[src/rtl/midi_message_assembler_pkg.sv]
// Shared MIDI constants, FSM state type and status-length helper
// for the MIDI message assembler.
package midi_pkg;

   localparam logic [7:0] MIDI_NOTE_OFF    = 8'h80;
   localparam logic [7:0] MIDI_NOTE_ON     = 8'h90;
   localparam logic [7:0] MIDI_SYSEX_START = 8'hF0;
   localparam logic [7:0] MIDI_SYSEX_END   = 8'hF7;
   localparam logic [7:0] MIDI_RT_MIN      = 8'hF8;

   typedef enum logic [1:0] {
      IDLE,
      WAIT_D1,
      WAIT_D2,
      SYSEX
   } midi_state_e;

   // Program change and channel pressure carry one data byte.
   function automatic logic [1:0] midi_data_len(input logic [7:0] status);
      logic [1:0] len;
      len = 2'd2;
      if (status[7:4] == 4'hC || status[7:4] == 4'hD) len = 2'd1;
      return len;
   endfunction

endpackage

[src/rtl/midi_message_assembler_if.sv]
// Byte-stream in / assembled-message out bundle of the MIDI assembler.
// master: UART side and message consumer; slave: the assembler.
interface midi_message_assembler_if;

   logic       rx_byte_valid;
   logic [7:0] rx_byte;
   logic       midi_byte_ready;
   logic [7:0] midi_byte0;
   logic [7:0] midi_byte1;
   logic [7:0] midi_byte2;

   modport master (
      output rx_byte_valid, rx_byte,
      input  midi_byte_ready, midi_byte0, midi_byte1, midi_byte2
   );

   modport slave (
      input  rx_byte_valid, rx_byte,
      output midi_byte_ready, midi_byte0, midi_byte1, midi_byte2
   );

endinterface

[src/rtl/midi_message_assembler.sv]
// Assembles MIDI channel-voice messages with running status, SysEx skip
// and real-time passthrough. Optional feature: MIDI_CHANNEL_FILTER_EN.
module midi_message_assembler
   import midi_pkg::*;
#(
   parameter logic [3:0] CHANNEL = 4'd0
) (
   input  logic                          clk,
   input  logic                          reset,
   midi_message_assembler_if.slave       bus
);

   midi_state_e state_q, state_d;
   logic [7:0]  run_status_q, run_status_d;
   logic [7:0]  d1_q, d1_d;
   logic        ready_q, ready_d;
   logic [7:0]  byte0_q, byte0_d;
   logic [7:0]  byte1_q, byte1_d;
   logic [7:0]  byte2_q, byte2_d;

   logic        emit;
   logic [7:0]  emit_d1;
   logic [7:0]  emit_d2;
   logic        chan_ok;

`ifdef MIDI_CHANNEL_FILTER_EN
   assign chan_ok = (run_status_q[3:0] == CHANNEL);
`else
   logic unused_channel;
   assign unused_channel = ^CHANNEL;
   assign chan_ok        = 1'b1;
`endif

   always_comb begin
      state_d      = state_q;
      run_status_d = run_status_q;
      d1_d         = d1_q;
      ready_d      = 1'b0;
      byte0_d      = byte0_q;
      byte1_d      = byte1_q;
      byte2_d      = byte2_q;
      emit         = 1'b0;
      emit_d1      = 8'h00;
      emit_d2      = 8'h00;

      if (bus.rx_byte_valid) begin
         if (!bus.rx_byte[7]) begin
            unique case (state_q)
               IDLE, WAIT_D1: begin
                  if (run_status_q != 8'h00) begin
                     d1_d = bus.rx_byte;
                     if (midi_data_len(run_status_q) == 2'd2) begin
                        state_d = WAIT_D2;
                     end else begin
                        emit    = 1'b1;
                        emit_d1 = bus.rx_byte;
                        state_d = IDLE;
                     end
                  end
               end
               WAIT_D2: begin
                  emit    = 1'b1;
                  emit_d1 = d1_q;
                  emit_d2 = bus.rx_byte;
                  state_d = IDLE;
               end
               default: begin
                  state_d = state_q;
               end
            endcase
         end else if (bus.rx_byte < MIDI_SYSEX_START) begin
            run_status_d = bus.rx_byte;
            state_d      = WAIT_D1;
         end else if (bus.rx_byte == MIDI_SYSEX_START) begin
            run_status_d = 8'h00;
            state_d      = SYSEX;
         end else if (bus.rx_byte < MIDI_RT_MIN) begin
            // F1..F7, including SysEx end, cancel running status.
            run_status_d = 8'h00;
            state_d      = IDLE;
         end
      end

      if (emit && chan_ok) begin
         ready_d = 1'b1;
         byte0_d = run_status_q;
         byte1_d = emit_d1;
         byte2_d = emit_d2;
      end
   end

   always_ff @(posedge clk) begin
      if (reset) begin
         state_q      <= IDLE;
         run_status_q <= 8'h00;
         d1_q         <= 8'h00;
         ready_q      <= 1'b0;
         byte0_q      <= 8'h00;
         byte1_q      <= 8'h00;
         byte2_q      <= 8'h00;
      end else begin
         state_q      <= state_d;
         run_status_q <= run_status_d;
         d1_q         <= d1_d;
         ready_q      <= ready_d;
         byte0_q      <= byte0_d;
         byte1_q      <= byte1_d;
         byte2_q      <= byte2_d;
      end
   end

   assign bus.midi_byte_ready = ready_q;
   assign bus.midi_byte0      = byte0_q;
   assign bus.midi_byte1      = byte1_q;
   assign bus.midi_byte2      = byte2_q;

endmodule

[src/flat_wrapper.sv]
// flat-port wrapper written by rule: the top's interface ports become plain ports
module midi_message_assembler_flat import midi_pkg::*;
#(
   parameter logic [3:0] CHANNEL = 4'd0
)
  (clk, reset, bus_rx_byte_valid, bus_rx_byte, bus_midi_byte_ready, bus_midi_byte0, bus_midi_byte1, bus_midi_byte2);
  midi_message_assembler_if bus_i ();
  input  logic clk;
  input  logic reset;
  input wire logic [$bits(bus_i.rx_byte_valid)-1:0] bus_rx_byte_valid;
  input wire logic [$bits(bus_i.rx_byte)-1:0] bus_rx_byte;
  output wire logic [$bits(bus_i.midi_byte_ready)-1:0] bus_midi_byte_ready;
  output wire logic [$bits(bus_i.midi_byte0)-1:0] bus_midi_byte0;
  output wire logic [$bits(bus_i.midi_byte1)-1:0] bus_midi_byte1;
  output wire logic [$bits(bus_i.midi_byte2)-1:0] bus_midi_byte2;
  assign bus_i.rx_byte_valid = bus_rx_byte_valid;
  assign bus_i.rx_byte = bus_rx_byte;
  assign bus_midi_byte_ready = bus_i.midi_byte_ready;
  assign bus_midi_byte0 = bus_i.midi_byte0;
  assign bus_midi_byte1 = bus_i.midi_byte1;
  assign bus_midi_byte2 = bus_i.midi_byte2;
  midi_message_assembler #(.CHANNEL(CHANNEL)) u_core (.clk(clk), .reset(reset), .bus(bus_i));
endmodule
[config.mk]
export PLATFORM = sky130hd
export DESIGN_NAME = midi_message_assembler_flat
export DESIGN_NICKNAME = d
export VERILOG_FILES = /design/src/rtl/midi_message_assembler_pkg.sv /design/src/rtl/midi_message_assembler_if.sv /design/src/rtl/midi_message_assembler.sv /design/src/flat_wrapper.sv
export SDC_FILE = /design/constraint.sdc
export NUM_CORES = 1
export LEC_CHECK = 0
export CELL_PAD_IN_SITES_DETAIL_PLACEMENT = 1
export CELL_PAD_IN_SITES_GLOBAL_PLACEMENT = 1
export CORE_UTILIZATION = 39
export CTS_CLUSTER_DIAMETER = 40
export CTS_CLUSTER_SIZE = 14
export DETAILED_ROUTE_END_ITERATION = 8
export PLACE_DENSITY = 0.86
export SLEW_MARGIN = 10
export SYNTH_ARGS = -nofsm -noshare
export SYNTH_HDL_FRONTEND = slang
export SYNTH_SLANG_ARGS = --single-unit
export TNS_END_PERCENT = 100
[constraint.sdc]
create_clock -name clk -period 3.3 [get_ports clk]
set_input_delay 0.66 -clock clk [delete_from_list [all_inputs] [get_ports clk]]
set_output_delay 0.66 -clock clk [all_outputs]
set_load 0.005 [all_outputs]
==> results of run 1 <==
[synth_stat cells (2+ instances only)]
library cell	number	area, µm²
buf_4	3	22.5
nor3_1	7	35.0
inv_1	3	11.3
mux2i_1	7	70.1
nand3_1	2	10.0
clkbuf_1	5	18.8
a221oi_1	7	61.3
nand2_1	27	101
buf_2	4	20.0
a21oi_1	17	85.1
a22o_1	7	61.3
dfxtp_1	40	801
nor2_1	18	67.6
nor4_1	2	12.5
nand4_1	8	50.1
[worst max-delay path by stage]
stage | startpoint | to | slack (ns)
3_5_place_dp | bus_rx_byte[7] | u_core.d1_q[3]$_SDFFE_PP0P_ | 0.63
2_1_floorplan | bus_rx_byte_valid | u_core.state_q[1]$_SDFFE_PP0P_ | 1.70
5_1_grt | bus_rx_byte[7] | u_core.bus.midi_byte2[4]$_SDFFE_PP0P_ | 0.78
6_report | bus_rx_byte[7] | u_core.d1_q[3]$_SDFFE_PP0P_ | 0.91
3_3_place_gp | bus_rx_byte_valid | u_core.bus.midi_byte2[5]$_SDFFE_PP0P_ | 0.73
4_1_cts | bus_rx_byte[7] | u_core.bus.midi_byte2[4]$_SDFFE_PP0P_ | 0.93
[routing by layer]
layer,vias up,share of wire,global-route usage
met5,-,0,0
met4,0,0.022,0.101
met3,8,0.046,0.0586
met2,32,0.50,0.384
met1,709,0.43,0.274
li1,687,-,-
[cells in the final DEF (no fill, tap or decap), drive strengths merged, types with 2 or more instances in the layout]
| cell type | netlist | layout |
|---|---|---|
| a221oi | 7 | 7 |
| nand2 | 27 | 27 |
| dfxtp | 40 | 40 |
| clkdlybuf4s50 | 0 | 33 |
| o21ai | 2 | 2 |
| conb | 1 | 2 |
| nand3 | 2 | 2 |
| buf | 7 | 2 |
| mux2i | 7 | 7 |
| nand4 | 8 | 8 |
| a21oi | 17 | 17 |
| a22o | 7 | 7 |
| nor3 | 7 | 7 |
| inv | 3 | 3 |
| nor4 | 3 | 3 |
| nor2 | 18 | 18 |
| clkbuf | 5 | 6 |
[where the power goes]
group          switching, µW  internal, µW
sequential              12.2           497
combinational           58.0          42.1
clock                    165           144
total                    235           683
[sequential cells by signal (all words and copies together) (netlist names)]
register,flops
u_core.bus.midi_byte0,8
u_core.bus.midi_byte1,7
u_core.bus.midi_byte2,7
u_core.bus.midi_byte_ready,1
u_core.d1_q,7
u_core.run_status_q,8
u_core.state_q,2
[area by class of cell]
| type | count | area, µm² | share of cell area |
|---|---|---|---|
| clock buffers | 6 | 72.6 | 0.0360 |
| well taps | 48 | 60.1 | 0.0298 |
| flip-flops and latches | 40 | 801 | 0.398 |
| repair buffers | 35 | 345 | 0.172 |
| clock inverters | 1 | 5.00 | 0.00249 |
| multi-input cells | 120 | 718 | 0.357 |
| inverters | 3 | 11.3 | 0.00559 |
[stage by stage]
| stage | total power [µW] | area (µm²) | std cells | hold WS [ns] |
|---|---|---|---|---|
| 6_report | 919 | 2010 | 253 | 0.461 |
| 4_1_cts | 919 | 2010 | 253 | 0.466 |
| 3_3_place_gp | 612 | 1940 | 246 | 0.444 |
| 2_1_floorplan | 576 | 1590 | 175 | 0.445 |
| 5_1_grt | 953 | 2010 | 253 | 0.486 |
| 3_5_place_dp | 619 | 1940 | 246 | 0.452 |
[critical path: cells and delay by family]
kind	cells	cell delay [ns]
multiplexers	1	0.31
AND/OR/NAND/NOR	1	0.07
AO/OA/AOI/OAI	1	0.80
buffers and inverters	1	0.72
[logic make-up after synthesis]
family	synth area share
compound gates	0.194
buf+inv	0.0457
flops	0.504
mux	0.0441
other cells	0.00236
simple gates	0.210
==> out/results.tsv, run 1 <==
stage	metric	value	unit
outcome	status	finished clean	
min_path	Hold Path End	u_core.bus.midi_byte0[4]$_SDFFE_PP0P_	
pwr	worst ir drop on vdd	0.336	mV
cells_and_area	nets@finish	216	
setup_path	peak per-stage delay on the critical path	0.80	ns
setup_path	CP arrival	2.57	ns
drt	DRC viols	0	
setup_path	Worst Path Required	3.48	ns
clock_network	Clock Latency Late Sink	0.30	ns
timing	Final Max Slew Viols	0	
timing	fmax	418	MHz
floorplan	core area	3770	µm²
drt	post-DR vias/cell	5.68	
floorplan	Die W	65.8	µm
floorplan	Die Ht	65.8	µm
clock_network	Post-CTS Setup Bufs	0	
pwr	static leakage	0.000697	µW
clock_network	CTS Hold Bufs	0	
synthesis	Post-Syn Area	1590	µm²
drt	Final ANT Viol Nets	0	
timing	fin worst setup slack	0.910	ns
timing	min cycle time layout	2.39	ns
floorplan	I/O pin cnt	36	
timing	RSZ-0062 raised after global routing	no	
cells_and_area	final design utilization	0.534	
clock_network	htree depth	2	
timing	skew final	0.0152	ns
synthesis	Mean Syn Cell Area	9.13	µm²
drt	Avg WL per Cell	17.5	µm
clock_network	post-CTS resize count	0	
global_routing	largest net degree at the start of global routing	36	
drt	vias	1436	
clock_network	clk sinks	40	
synthesis	ys flop type	dfxtp_1	
drt	total wire length	4.42	mm
timing	slew margin rel.	0.498	
synthesis	sequential fraction of the synthesis area	0.504	
synthesis	Mapped Cells	174	
setup_path	Critical Path Start Type	input pin	
setup_path	Max FO, Critical Path	15	
pwr	Cell Pwr Density	456	nW/µm²
min_path	Hold Path Depth	2	
timing	setup TNS	0	ns
placed_design	DPL Wire Length	3.06	mm
global_routing	initial antenna violation count	0	
setup_path	Max stage delay cell, worst path	a2111oi_4	
cells_and_area	Fillers	451	
setup_path	Reg-to-Reg Start	u_core.state_q[1]$_SDFFE_PP0P_	
setup_path	worst-path cell chain	clkdlybuf4s50_1, a2111oi_4, mux2i_1, nor2_1	
setup_path	r2r setup slk	1.43	ns
placed_design	RD Place Congestion	0.840	
global_routing	total track usage	0.229	
synthesis	count of cell types in the netlist	32	
setup_path	CP Class	in -> reg	
synthesis	Syn. warnings	0	
global_routing	vias in the first global route	1423	
cells_and_area	area grow syn2layout	26.8	%
synthesis	Seq cells post-synth	40	
clock_network	Reg clk slew, reported paths	0.08	ns
min_path	Min-Delay Startpoint	u_core.bus.midi_byte0[4]$_SDFFE_PP0P_	
clock_network	TritonCTS buffer count	5	
clock_network	clock root buffer	clkbuf_8	
min_path	worst min-delay path class	reg -> reg	
setup_path	Crit. End Element	flop	
floorplan	row cnt	22	
clock_network	CTS tree	done	
floorplan	Starting Density	0.421	
synthesis	number of synthesized flops with an enable pin	0	
drt	Pre-antenna DRT Iters	4	
setup_path	worst r2r dst	u_core.bus.midi_byte2[4]$_SDFFE_PP0P_	
synthesis	async set-reset flop share out of synthesis	0	
flow_run	maxcap violations	0	
cells_and_area	share of layout cells above drive strength 1	0.0634	
drt	Detailed Route Iter0 Violations	102	
cells_and_area	n_diodes	0	
timing	final setup vio count	0	
global_routing	first-pass GRT wire length	7.21	mm
placed_design	port buffer count	33	
global_routing	grt ovf	0	
clock_network	buffer depth of the longest clock path	2	
placed_design	Place WS	0.628	ns
timing	period utilization	0.724	
setup_path	R2R depth	4	
timing	Worst-Margin Slew	0.754	ns
timing	hold violation count in the final report	0	
floorplan	die area	4330	µm²
No activity file was read; power rests on OpenSTA's default activity.
==> run 2: changes to the inputs <==
- CORE_UTILIZATION: 39 -> 36
- PLACE_DENSITY: 0.86 -> 0.81
- clock period: 3.3 -> 2.5 ns (I/O delays scaled with it)
==> out/results.tsv, run 2 (synthesized netlist as in run 1, its figures left out) <==
stage	metric	value	unit
cells_and_area	commonest non-fill, non-tap cell in the layout	dfxtp_1	
floorplan	Die W	68.4	µm
cells_and_area	nets@finish	223	
cells_and_area	area grow syn2layout	32.2	%
setup_path	buffer and inverter count on the worst path	2	
setup_path	CP arrival	2.29	ns
clock_network	buffer depth of the longest clock path	2	
setup_path	Crit. End Element	flop	
clock_network	clk sinks	40	
floorplan	die area	4680	µm²
setup_path	peak per-stage delay on the critical path	0.64	ns
setup_path	CP Class	in -> reg	
pwr	static leakage	0.000746	µW
timing	hold violation count in the final report	0	
placed_design	RD Place Congestion	0.811	
cells_and_area	area of the multi-input gates	718	µm²
timing	period utilization	0.829	
placed_design	DPL Wire Length	3.45	mm
cells_and_area	share of layout cells above drive strength 1	0.0986	
clock_network	clock root buffer	clkbuf_8	
floorplan	core area	4120	µm²
min_path	worst min-delay path class	reg -> reg	
timing	skew final	0.00907	ns
setup_path	Max FO, Critical Path	10	
cells_and_area	n_diodes	0	
clock_network	Clock Latency Late Sink	0.29	ns
timing	hold_ws	0.457	ns
timing	min cycle time layout	2.07	ns
timing	Final Max Slew Viols	0	
global_routing	largest net degree at the start of global routing	18	
setup_path	Max stage delay cell, worst path	clkdlybuf4s50_1	
drt	max layer used	met4	
outcome	status	finished clean	
global_routing	first-pass GRT wire length	7.60	mm
global_routing	grt ovf	0	
setup_path	worst-path cell chain	clkdlybuf4s50_1, nor2b_1, o21a_2, buf_4, nand2_1, a21oi_1	
flow_run	maxcap violations	0	
pwr	Cell Pwr Density	636	nW/µm²
setup_path	R2R depth	4	
timing	final setup vio count	0	
clock_network	Post-CTS Setup Bufs	0	
drt	met3 WL	148	µm
cells_and_area	most frequent cells in the layout	dfxtp_1, clkdlybuf4s50_1, nand2_1, nor2_1, a21oi_1	
floorplan	row cnt	23	
floorplan	Die Ht	68.4	µm
setup_path	critical path's top delay family	buffers and inverters	
global_routing	vias in the first global route	1512	
min_path	Hold Path Depth	2	
cells_and_area	register area	801	µm²
drt	WL met2	2.42	mm
cells_and_area	Fillers	484	
timing	setup TNS	0	ns
clock_network	CTS tree	done	
setup_path	cell count along the critical path	6	
cells_and_area	final design utilization	0.510	
clock_network	Reg clk slew, reported paths	0.07	ns
drt	Detailed Route Iter0 Violations	61	
placed_design	Post-DP Area	1990	µm²
drt	post-DR vias/cell	5.65	
clock_network	TritonCTS buffer count	5	
placed_design	port buffer count	33	
setup_path	Worst Path Required	2.71	ns
cells_and_area	Design Area, Final	2100	µm²
pwr	worst ir drop on vdd	0.314	mV
drt	Avg WL per Cell	18.2	µm
drt	Final ANT Viol Nets	0	
pwr	overall power	1330	µW
clock_network	htree depth	2	
timing	slew margin rel.	0.535	
drt	vias	1486	
drt	wl on met1	2.06	mm
timing	Worst-Margin Slew	0.697	ns
floorplan	Starting Density	0.386	
timing	RSZ-0062 raised after global routing	no	
timing	fmax	482	MHz
drt	DRC viols	0	
drt	Pre-antenna DRT Iters	4	
floorplan	I/O pin cnt	36	
drt	total wire length	4.78	mm
clock_network	CTS Hold Bufs	0	
global_routing	initial antenna violation count	0	
global_routing	total track usage	0.230	
setup_path	Critical Path Start Type	input pin	
clock_network	post-CTS resize count	0	
[run 2: worst reg2reg max path, stage by stage, from the launching register on]
cell and delay, ns:
dfxtp_1 0.39, and2b_1 0.34, o21ai_2 0.63, a221oi_1 0.15
nor3_1 0.23
[run 2: report_power, final]
| part | total (µW) | switching [µW] | internal (µW) | leakage, µW |
|---|---|---|---|---|
| registers | 673 | 16.5 | 656 | 0.000324 |
| clock network | 519 | 223 | 296 | 0.0000552 |
| logic | 141 | 79.2 | 62.1 | 0.000366 |
[run 2: cell type report]
class | count | area share
clock buffers | 6 | 0.0346
clock inverters | 2 | 0.0167
inverters | 3 | 0.00537
multi-input cells | 120 | 0.342
flip-flops and latches | 40 | 0.382
well taps | 50 | 0.0298
repair buffers | 42 | 0.190
[run 2: per-layer routing]
| metal | up-vias | GRT usage |
|---|---|---|
| met5 | - | 0 |
| met4 | 0 | 0.138 |
| met3 | 13 | 0.0333 |
| met2 | 44 | 0.388 |
| met1 | 730 | 0.271 |
| li1 | 699 | - |
[run 2: final timing paths]
check,end,from,slack [ns]
worst max-delay path,u_core.bus.midi_byte0[7]$_SDFFE_PP0P_,bus_rx_byte[7],0.43
worst min-delay path,u_core.bus.midi_byte0[2]$_SDFFE_PP0P_,u_core.bus.midi_byte0[2]$_SDFFE_PP0P_,0.46
worst min register to register,u_core.bus.midi_byte0[2]$_SDFFE_PP0P_,u_core.bus.midi_byte0[2]$_SDFFE_PP0P_,0.46
worst max register to register,u_core.bus.midi_byte1[1]$_SDFFE_PP0P_,u_core.state_q[1]$_SDFFE_PP0P_,0.68
[run 2: stage by stage]
step,setup slack [ns],cells
final,0.426,263
after global routing,0.278,263
after CTS,0.461,263
after detailed placement,0.201,255
after global placement,0.368,255
after floorplan,1.02,175
